--- config.mk ---
export PLATFORM = sky130hd
export DESIGN_NAME = return_addr_stack
export DESIGN_NICKNAME = d
export VERILOG_FILES = /design/src/rtl/return_addr_stack.sv
export SDC_FILE = /design/constraint.sdc
export NUM_CORES = 1
export LEC_CHECK = 0
export ABC_AREA = 1
export BUFFER_PORTS_ARGS = -buffer_cell sky130_fd_sc_hd__buf_2
export CAP_MARGIN = 20
export CORE_AREA = 2 2 247 249
export CTS_BUF_LIST = sky130_fd_sc_hd__clkbuf_2 sky130_fd_sc_hd__clkbuf_4 sky130_fd_sc_hd__clkbuf_8
export CTS_CLUSTER_DIAMETER = 80
export DETAILED_ROUTE_END_ITERATION = 7
export DIE_AREA = 0 0 249 251
export GPL_TIMING_DRIVEN = 1
export HOLD_SLACK_MARGIN = 0.15
export PLACE_DENSITY = 0.73
export SLEW_MARGIN = 20
export SYNTH_ARGS = -nofsm -noshare
export SYNTH_HDL_FRONTEND = slang
export SYNTH_SLANG_ARGS = --single-unit
--- constraint.sdc ---
create_clock -name clk_i -period 2.7 [get_ports clk_i]
set_input_delay 0.54 -clock clk_i [delete_from_list [all_inputs] [get_ports clk_i]]
set_output_delay 0.54 -clock clk_i [all_outputs]
set_load 0.05 [all_outputs]
--- src/rtl/return_addr_stack.sv ---
// Return address stack for the fetch-stage branch predictor.
// Calls push the return address, returns pop the predicted target. The
// storage is a circular buffer, so overflow silently drops the oldest entry.

package len5_config_pkg;
  localparam int unsigned RAS_DEPTH = 8;
endpackage

module return_addr_stack #(
  parameter int unsigned DEPTH = len5_config_pkg::RAS_DEPTH,
  parameter int unsigned ALEN  = 64
) (
  input  logic            clk_i,
  input  logic            rst_ni,
  input  logic            flush_i,
  input  logic            push_i,
  input  logic [ALEN-1:0] push_addr_i,
  input  logic            pop_i,
  output logic            top_valid_o,
  output logic [ALEN-1:0] top_addr_o,
  output logic            full_o
);

  localparam int unsigned PTR_W = $clog2(DEPTH);
  localparam logic [PTR_W:0] CNT_FULL = (PTR_W + 1)'(DEPTH);

  logic [ALEN-1:0]  mem [DEPTH];
  logic [PTR_W-1:0] tos_q;
  logic [PTR_W:0]   cnt_q;
  logic [PTR_W-1:0] top_idx;
  logic             empty;
  logic             swap;

  assign top_idx = tos_q - PTR_W'(1);
  assign empty   = (cnt_q == '0);
  // A push+pop on an empty stack has nothing to replace, so it acts as a push.
  assign swap    = push_i & pop_i & ~empty;

  // Pointer and occupancy update; flush only clears the count.
  always_ff @(posedge clk_i or negedge rst_ni) begin
    if (!rst_ni) begin
      tos_q <= '0;
      cnt_q <= '0;
    end else if (flush_i) begin
      cnt_q <= '0;
    end else if (swap) begin
      tos_q <= tos_q;
    end else if (push_i) begin
      tos_q <= tos_q + PTR_W'(1);
      if (cnt_q != CNT_FULL) cnt_q <= cnt_q + (PTR_W + 1)'(1);
    end else if (pop_i && !empty) begin
      tos_q <= tos_q - PTR_W'(1);
      cnt_q <= cnt_q - (PTR_W + 1)'(1);
    end
  end

  // Entry storage: swap overwrites the current top, push writes the free slot.
  always_ff @(posedge clk_i or negedge rst_ni) begin
    if (!rst_ni) begin
      for (int i = 0; i < int'(DEPTH); i++) mem[i] <= '0;
    end else if (!flush_i && push_i) begin
      if (swap) mem[top_idx] <= push_addr_i;
      else      mem[tos_q]   <= push_addr_i;
    end
  end

  // Zero-latency prediction outputs straight from the registers.
  always_comb begin
    top_addr_o  = mem[top_idx];
    top_valid_o = ~empty;
    full_o      = (cnt_q == CNT_FULL);
  end

endmodule

==> summary by stage, run 1 <==
Synthesis
The number of nets produced by synthesis is 3583. The most common cell in the synthesized netlist is sky130_fd_sc_hd__nand2_1. Summed over all instances, the cell type with the most area after synthesis is sky130_fd_sc_hd__dfrtp_1. The share of synthesized area in the top cell type comes to 0.439. By area the synthesized netlist is led by sky130_fd_sc_hd__dfrtp_1 44%, sky130_fd_sc_hd__nand2_1 24%, sky130_fd_sc_hd__nand3_2 11%. The count of yosys warnings during synthesis is 0. In this run, synthesis inferred 0 flip-flops with an integrated enable. By count the netlist is led by 1879 x sky130_fd_sc_hd__nand2_1, 519 x sky130_fd_sc_hd__dfrtp_1, 330 x sky130_fd_sc_hd__nand3_2. The number of distinct library cells after synthesis is 34. Synthesis produced 3509 cells. The mapped netlist covers 29600 sq um. The register area share after synthesis is 0.439.

Each instance of the synthesized netlist takes up on average 8.42 sq um. The most used flip-flop cell after synthesis is sky130_fd_sc_hd__dfrtp_1. After synthesis, the share of flip-flops with an asynchronous set or reset is 1.00. The number of flip-flops and latches in the synthesized netlist is 519.

Outcome
The flow ran to the end, but the final reports show violations. The checks that failed: negative setup slack.

Routing
The final wirelength is 91800 um. In the routed layout, each cell is associated on average with a via count of 5.58. The number of search-and-repair iterations in the first detailed-routing pass is 6. The number of remaining DRC errors is 0. The routed length per instance is 20.8 um. In this run, the number of DRC markers left after iteration 0 of detailed routing was 2434.

For this block, the via count after detailed routing is 24700. The number of antenna-violating nets in the routed design is 0.

Power
The leakage power of the design is 17.0 nW. For this design the ratio of total power to cell area is 1530 nW/um^2. The worst vdd rail ir drop is 0.00176 V. The total power is 50.3 mW.

Critical path
The largest individual stage delay along the critical path comes from the cell sky130_fd_sc_hd__dfrtp_4. The critical path in this run is classified as flip-flop to primary output. Traced cell by cell, the critical path runs through inv_8, ha_4, clkinv_8, a21oi_4, buf_12, buf_16, clkbuf_16, nand2_2, o211ai_1, buf_4. The startpoint type of the worst setup path is a flip-flop.

In this run the worst path has a maximum fanout of 8. At the worst endpoint, the required time is 2.16 ns. In this design, the stage delay of the slowest critical-path cell is 0.45 ns.

The endpoint kind of the worst setup timing path is a primary output. STA puts the critical path data arrival time at 2.64 ns.

Placed design
OpenSTA, run right after detailed placement, puts the worst setup slack at 0.132 ns. The placed wire-length estimate is 50300 um. The final weighted congestion in routability-driven placement is 0.817. The count of input and output buffers is 134.

Die
The vertical die dimension is 251 um. The die boundary width is 249 um. The floorplan die area is 62500 sq um.

The initial utilization of the core area, before any placement, comes to 0.494. The floorplan has 90 rows. After floorplanning, the core was sized to cover 59800 sq um.

The count of boundary I/O pins is 135.

Layout
The share of layout cells above drive strength 1 is 0.237. At the end of the flow, the number of nets in the layout was 3645. The number of filler instances in the final layout is 5347.

The area added between synthesis and finish is 11.4%.

Run
The count of max-cap constraint violations is 0.

STA
Setup violations remaining at the end of the flow were counted as 64. At the pin with the least slew margin, the transition time is 0.662 ns. Setup repair after global routing could not meet its margin everywhere. The final count of hold timing violations is 0. The number of pins exceeding their max-slew limit in the final report is 0.

Across the routed clock network, the largest skew measured is 0.0314 ns. The worst pin sits at a relative slew slack of 0.558. In the finished design, the share of the clock period the worst path needs comes to 1.18.

The post-route minimum period is 3.18 ns. Once routing completed, OpenROAD measured the worst setup slack at -0.478 ns. The worst hold slack is 0.188 ns.

The fmax is 315 MHz.

GRT
Entering global routing, the biggest net connects 104 pins. The number of antenna violations at the first check in global routing was 5. After global routing the overflow that remains totals 0. For this run, the total global-route usage over all layers was measured as 0.286. The number of global-route vias before repair is 24300. The global-route wire length before repair is 141000 um.

Clock tree
The clock net in this run drives a total of 519 sinks. The number of clock buffers added by TritonCTS is 92. The buffer cell driving the clock tree root is sky130_fd_sc_hd__clkbuf_8. The maximum level of the CTS H-tree is 3.

The CTS tree is done. The clock transition at the registers of the reported paths is 0.06 ns. The clock network latency to the later pin of the worst-skew pair is 0.71 ns. The clock tree buffer depth is 3.

Hold path
In this run the worst hold path is classified as primary input to flip-flop.
## area by class of cell
class | count | area, sq um | area share
clock inverters | 21 | 150 | 0.00456
diodes | 1 | 2.50 | 0.0000760
repair buffers | 287 | 3350 | 0.102
well taps | 782 | 978 | 0.0297
multi-input cells | 2657 | 13600 | 0.415
clock buffers | 142 | 1720 | 0.0523
inverters | 14 | 75.1 | 0.00228
flip-flops and latches | 519 | 13000 | 0.395
## cells in the final DEF, fill, tap and decap left out, types with 6 or more instances in the layout
master | synthesis | routed
sky130_fd_sc_hd__mux2i_1 | 63 | 62
sky130_fd_sc_hd__nand3_1 | 266 | 263
sky130_fd_sc_hd__buf_6 | 117 | 6
sky130_fd_sc_hd__nand2_1 | 1879 | 1833
sky130_fd_sc_hd__dfrtp_1 | 519 | 518
sky130_fd_sc_hd__clkbuf_4 | 0 | 37
sky130_fd_sc_hd__nand2_2 | 7 | 29
sky130_fd_sc_hd__clkbuf_8 | 1 | 105
sky130_fd_sc_hd__buf_4 | 38 | 116
sky130_fd_sc_hd__dlygate4sd3_1 | 0 | 11
sky130_fd_sc_hd__nand2_4 | 10 | 31
sky130_fd_sc_hd__a21oi_4 | 8 | 9
sky130_fd_sc_hd__o21ai_0 | 8 | 7
sky130_fd_sc_hd__buf_16 | 0 | 23
sky130_fd_sc_hd__buf_2 | 58 | 69
sky130_fd_sc_hd__inv_1 | 10 | 7
sky130_fd_sc_hd__o211ai_1 | 64 | 64
sky130_fd_sc_hd__clkinv_2 | 0 | 15
sky130_fd_sc_hd__buf_12 | 49 | 43
sky130_fd_sc_hd__nand3_2 | 330 | 333
sky130_fd_sc_hd__clkbuf_16 | 0 | 14
## routing by layer
metal,wire length [um],part of all wire,global-route usage,vias to the layer above
li1,-,-,-,11300
met1,37600,0.41,0.383,11900
met2,41700,0.45,0.445,1249
met3,8800,0.096,0.0705,246
met4,3660,0.040,0.123,8
met5,57,0.00062,0,-
## report_power, final
part,leakage [nW],internal (mW),switching (mW)
combinational,9.55,9.94,19.2
sequential,6.48,11.6,2.08
clock,1.02,4.16,3.39
## registers in the layout, indices dropped and copies added, names as in the netlist
register / flops
cnt_q: 4
mem: 512
tos_q: 3
## what timing repair did
item / in CTS / in global routing
setup buffers: 15 / 6
hold buffers: 11 / 0
resized for setup: 107 / 63
cloned: 13 / 15
pin swaps: 12 / 18
endpoints found under the setup margin: 64 / 64
endpoints found under the hold margin: 396 / 0
## logic make-up (layout without fill, tap and decap cells)
| kind of cell | after synthesis | after routing | share of synthesized area |
|---|---|---|---|
| AOI/OAI and AO/OA | 86 | 86 | 0.0237 |
| and+or+nand+nor | 2500 | 2500 | 0.402 |
| muxes | 63 | 63 | 0.0213 |
| DFF | 519 | 519 | 0.439 |
| adders and majority gates | 5 | 5 | 0.00237 |
| buffers and inverters | 333 | 464 | 0.110 |
| other | 0 | 1 | 0 |
| xor gates and xnor gates | 3 | 3 | 0.000889 |
## path summary, 6_finish.rpt
kind	slack, ns	cells after the start	endpoint	from
max	-0.48	10	top_addr_o[27]	tos_q[0]
min	0.19	3	mem[149]	push_addr_i[21]
max reg2reg	0.24	10	mem[125]	tos_q[0]
min reg2reg	0.47	2	mem[328]	mem[328]
max in group asynchronous	1.38	4	mem[36]	rst_ni
min in group asynchronous	0.29	2	mem[312]	rst_ni
## per-stage QoR
step                setup TNS (ns)  cells   util  cell area [sq um]
finish                      -26.70   4423  0.550              32900
global route                -30.99   4423  0.550              32900
CTS                         -25.95   4402  0.540              32300
detailed placement               0   4200  0.493              29500
global placement                 0   4200  0.493              29500
floorplan                    -7.17   3509      -              29700
## worst max-delay path: cells and delay by family, from the launching register on
family                     cells  cell delay (ns)
buffers and inverters          6             0.87
DFF                            1             0.45
adders and majority gates      1             0.32
AOI/OAI and AO/OA              2             0.26
and+or+nand+nor                1             0.05
Power figures use the tool's default switching activity.
==> run 2, diff against run 1 <==
- ABC_AREA: 1 -> not set
- CORE_AREA: 2 2 247 249 -> 2 2 222 224
- DIE_AREA: 0 0 249 251 -> 0 0 224 226
==> run 2 against run 1 <==
The run still ends with negative setup slack left; cell count shrank 43%; non-clock buffer count shrank 45; sequential share of layout area grew 4.7 points; clock skew shrank 0.0033 ns; critical path depth shrank 1; via count shrank 41%; count of clock-buffer cells in the layout shrank 4; die area shrank 19%; flip-flop and latch count is the same; register-to-register slack lost 0.16 ns; largest cell class is now flip-flops and latches.
==> summary by stage, run 2 <==
Critical path
The internal reg-to-reg setup slack is 0.08 ns. Data on the critical path is required at its endpoint by 2.16 ns. The critical path in this run is classified as flip-flop to primary output. The critical path goes through inv_4, ha_4, xor2_4, nand2_8, buf_6, buf_16, o22a_1, o221ai_2, buf_6. The largest fanout on the critical path is 7. The maximum single-stage delay on the critical path is 0.49 ns. The most frequent cell on the critical path is sky130_fd_sc_hd__buf_6. On the critical path, the stage with the largest delay is an instance of sky130_fd_sc_hd__dfrtp_4.

STA classifies the critical path startpoint as a flip-flop. The worst setup path is captured at a primary output. Data arrives at the worst endpoint at 2.64 ns.

GRT
The number of global-route vias before repair is 15800. The aggregate global routing overflow is 0. The total global routing track utilization is 0.237. The pin count of the biggest net entering global routing is 90. The first global-routing pass estimated 92000 um of wire. The number of antenna violations at the first check in global routing was 5.

Synthesis
The number of nets produced by synthesis is 1681. The share of flip-flops with an asynchronous set or reset is 1.00. The count of yosys warnings during synthesis is 0. The number of enable flip-flop cells after synthesis is 0. By area the synthesized netlist is led by sky130_fd_sc_hd__dfrtp_1 55%, sky130_fd_sc_hd__mux2_2 23%, sky130_fd_sc_hd__mux2i_1 11%. Each instance of the synthesized netlist takes up on average 14.8 sq um. Synthesis inferred 519 register bits. The portion of synthesized cell area occupied by the leading cell type is 0.546. For this run, the leading register cell type out of synthesis is sky130_fd_sc_hd__dfrtp_1. sky130_fd_sc_hd__dfrtp_1 takes more of the synthesized area than any other cell. Synthesis produced a netlist whose cell count is 1607. The most common cell in the netlist is sky130_fd_sc_hd__dfrtp_1. The register area share after synthesis is 0.546. After synthesis the cells add up to 23800 sq um. Counting instances in the post-synthesis netlist gives the leading cell types as 519 x sky130_fd_sc_hd__dfrtp_1, 476 x sky130_fd_sc_hd__mux2_2, 257 x sky130_fd_sc_hd__mux2i_1.

The number of distinct library cells after synthesis is 42.

STA
The fmax is 315 MHz. Setup repair after global routing could not meet its margin everywhere. The number of pins exceeding their max-slew limit in the final report is 0. The final count of hold timing violations was 0. The number of failing setup endpoints in the final timing report is 64.

For the pin with the worst max-slew slack, the measured transition is 0.593 ns. The post-route fraction of the period consumed by the critical path is 1.18. For the final database, setup skew stands at 0.0281 ns. The post-route minimum period is 3.18 ns. The worst-case headroom to the max-slew limit is 0.602.

Once routing completed, OpenROAD measured the worst setup slack at -0.476 ns.

Die
The die covers 50600 sq um. The core area is 48300 sq um. The initial utilization of the core area, before any placement, comes to 0.492. The floorplan step set the die width to 224 um. For this design the top-level I/O count stands at 135. The standard-cell row count is 81.

In this run the vertical extent of the chip is 226 um.

Placed design
The minimum setup slack after placement is 0.0378 ns. The placed wire-length estimate is 32600 um. The count of input and output buffers is 134. The final weighted congestion in routability-driven placement is 0.776.

Routing
In the final routed layout, each cell accounts on average for 23.3 um. The detailed router finished its first iteration with 851 violations. Detailed routing inserted a total of 14600 vias. After detailed routing, the total wire length is 58600 um. The number of antenna-violating nets in the routed design is 0. In the routed layout, each cell is associated on average with a via count of 5.80.

In the routed design, unresolved DRC markers number 0. For this run, the detailed router's first-pass iteration total came to 5.

Run
Across the run, the number of max-cap violations was 0.

Clock tree
The clock sink count is 519. The clock transition at the registers of the reported paths is 0.06 ns. The CTS tree is done.

Counting the buffers created by CTS gives 88. The buffer cell driving the clock tree root is sky130_fd_sc_hd__clkbuf_8. The H-tree was split into 3 levels.

For the worst-skew pair, the clock arrives at the later sink with an insertion delay of 0.68 ns. In this run the deepest clock path goes through 3 buffers.

Layout
The area added between synthesis and finish is 23.6%. Leaving out fill and tap cells, the most frequent cell in the layout is sky130_fd_sc_hd__dfrtp_1. The share of layout cells above drive strength 1 is 0.504. The number of filler instances in the final layout is 3691. In the final layout, the registers with the most flip-flops are mem (512), cnt_q (4), tos_q (3). The total number of nets in the final design is 1903. The flip-flop count of the largest register after layout is 512. In the layout the commonest cells are 518 x sky130_fd_sc_hd__dfrtp_1, 476 x sky130_fd_sc_hd__mux2_2, 255 x sky130_fd_sc_hd__mux2i_1. Counting flops per register, the top entry is mem.

Outcome
The run finished, with violations left. The checks that failed: negative setup slack.

Hold path
The kind of path behind the tightest hold check is primary input to flip-flop.
==> run 2: cell count changes in the layout (fill, tap and decap cells not counted), sizes merged, moves of 6 or more <==
cell / delta
nand3: -592
mux2i: +194
o22a: +64
o221ai: +64
o211ai: -64
mux2: +512
clkbuf: -15
clkinv: -11
nand2: -1889
inv: -6
o21ai: -10
buf: -31
==> run 2: area by class of cell <==
cell class / count / area, sq um / area share
sequential: 519 / 13000 / 0.442
clock buffer: 138 / 1670 / 0.0568
timing repair buffer: 242 / 2770 / 0.0944
multi-input combinational: 971 / 11000 / 0.374
tap: 622 / 778 / 0.0265
inverter: 7 / 28.8 / 0.000979
antenna: 2 / 5.00 / 0.000170
clock inverter: 13 / 136 / 0.00464
==> run 2: through the flow <==
step / util / hold WS, ns / instance area [sq um] / TNS (ns) / cells
2_1_floorplan: - / 0.244 / 24500 / -10.28 / 1607
3_3_place_gp: 0.542 / 0.466 / 26200 / 0 / 2322
3_5_place_dp: 0.542 / 0.476 / 26200 / 0 / 2322
4_1_cts: 0.604 / 0.151 / 29200 / -31.52 / 2506
5_1_grt: 0.608 / 0.163 / 29400 / -32.51 / 2513
6_report: 0.608 / 0.197 / 29400 / -25.88 / 2514
==> run 2: timing repair <==
item / 4_1_cts / 5_1_grt
pin swaps: 10 / 19
resized for setup: 170 / 24
cloned: 12 / 3
endpoints found under the hold margin: 57 / 0
setup buffers: 13 / 6
endpoints found under the setup margin: 64 / 186
hold buffers: 8 / 0
==> run 2: logic make-up after synthesis <==
group | after synthesis | synth area share
multiplexers | 769 | 0.351
buffers and inverters | 117 | 0.0293
adder cells (fa/ha/maj) | 5 | 0.00295
flip-flops | 519 | 0.546
AO/OA/AOI/OAI | 153 | 0.0594
XOR/XNOR | 7 | 0.00258
AND/OR/NAND/NOR | 37 | 0.00905
==> run 2: final timing paths <==
kind / cells past startpoint / from / endpoint
max in group asynchronous: 4 / rst_ni / mem[24]
max: 9 / tos_q[0] / top_addr_o[35]
min: 2 / push_addr_i[6] / mem[454]
max reg2reg: 7 / tos_q[0] / mem[86]
min in group asynchronous: 2 / rst_ni / mem[330]
min reg2reg: 1 / mem[173] / mem[173]
==> run 2: per-layer routing <==
| metal | up-vias | routed length, um | GRT usage |
|---|---|---|---|
| li1 | 6490 | - | - |
| met1 | 7759 | 25900 | 0.308 |
| met2 | 222 | 29300 | 0.402 |
| met3 | 102 | 2200 | 0.0509 |
| met4 | 8 | 1180 | 0.0654 |
| met5 | - | 43 | 0 |
==> run 2: worst max-delay path, delay by kind of cell, from the launching register on <==
family                   cells  cell delay, ns
buffers and inverters        4            0.61
XOR/XNOR                     1            0.25
AND/OR/NAND/NOR              1            0.13
adder cells (fa/ha/maj)      1            0.17
flip-flops                   1            0.49
AO/OA/AOI/OAI                2            0.30
Power of run 2 is not shown: default switching activity piles up to over one toggle a cycle in this logic, so the estimate is an artifact.
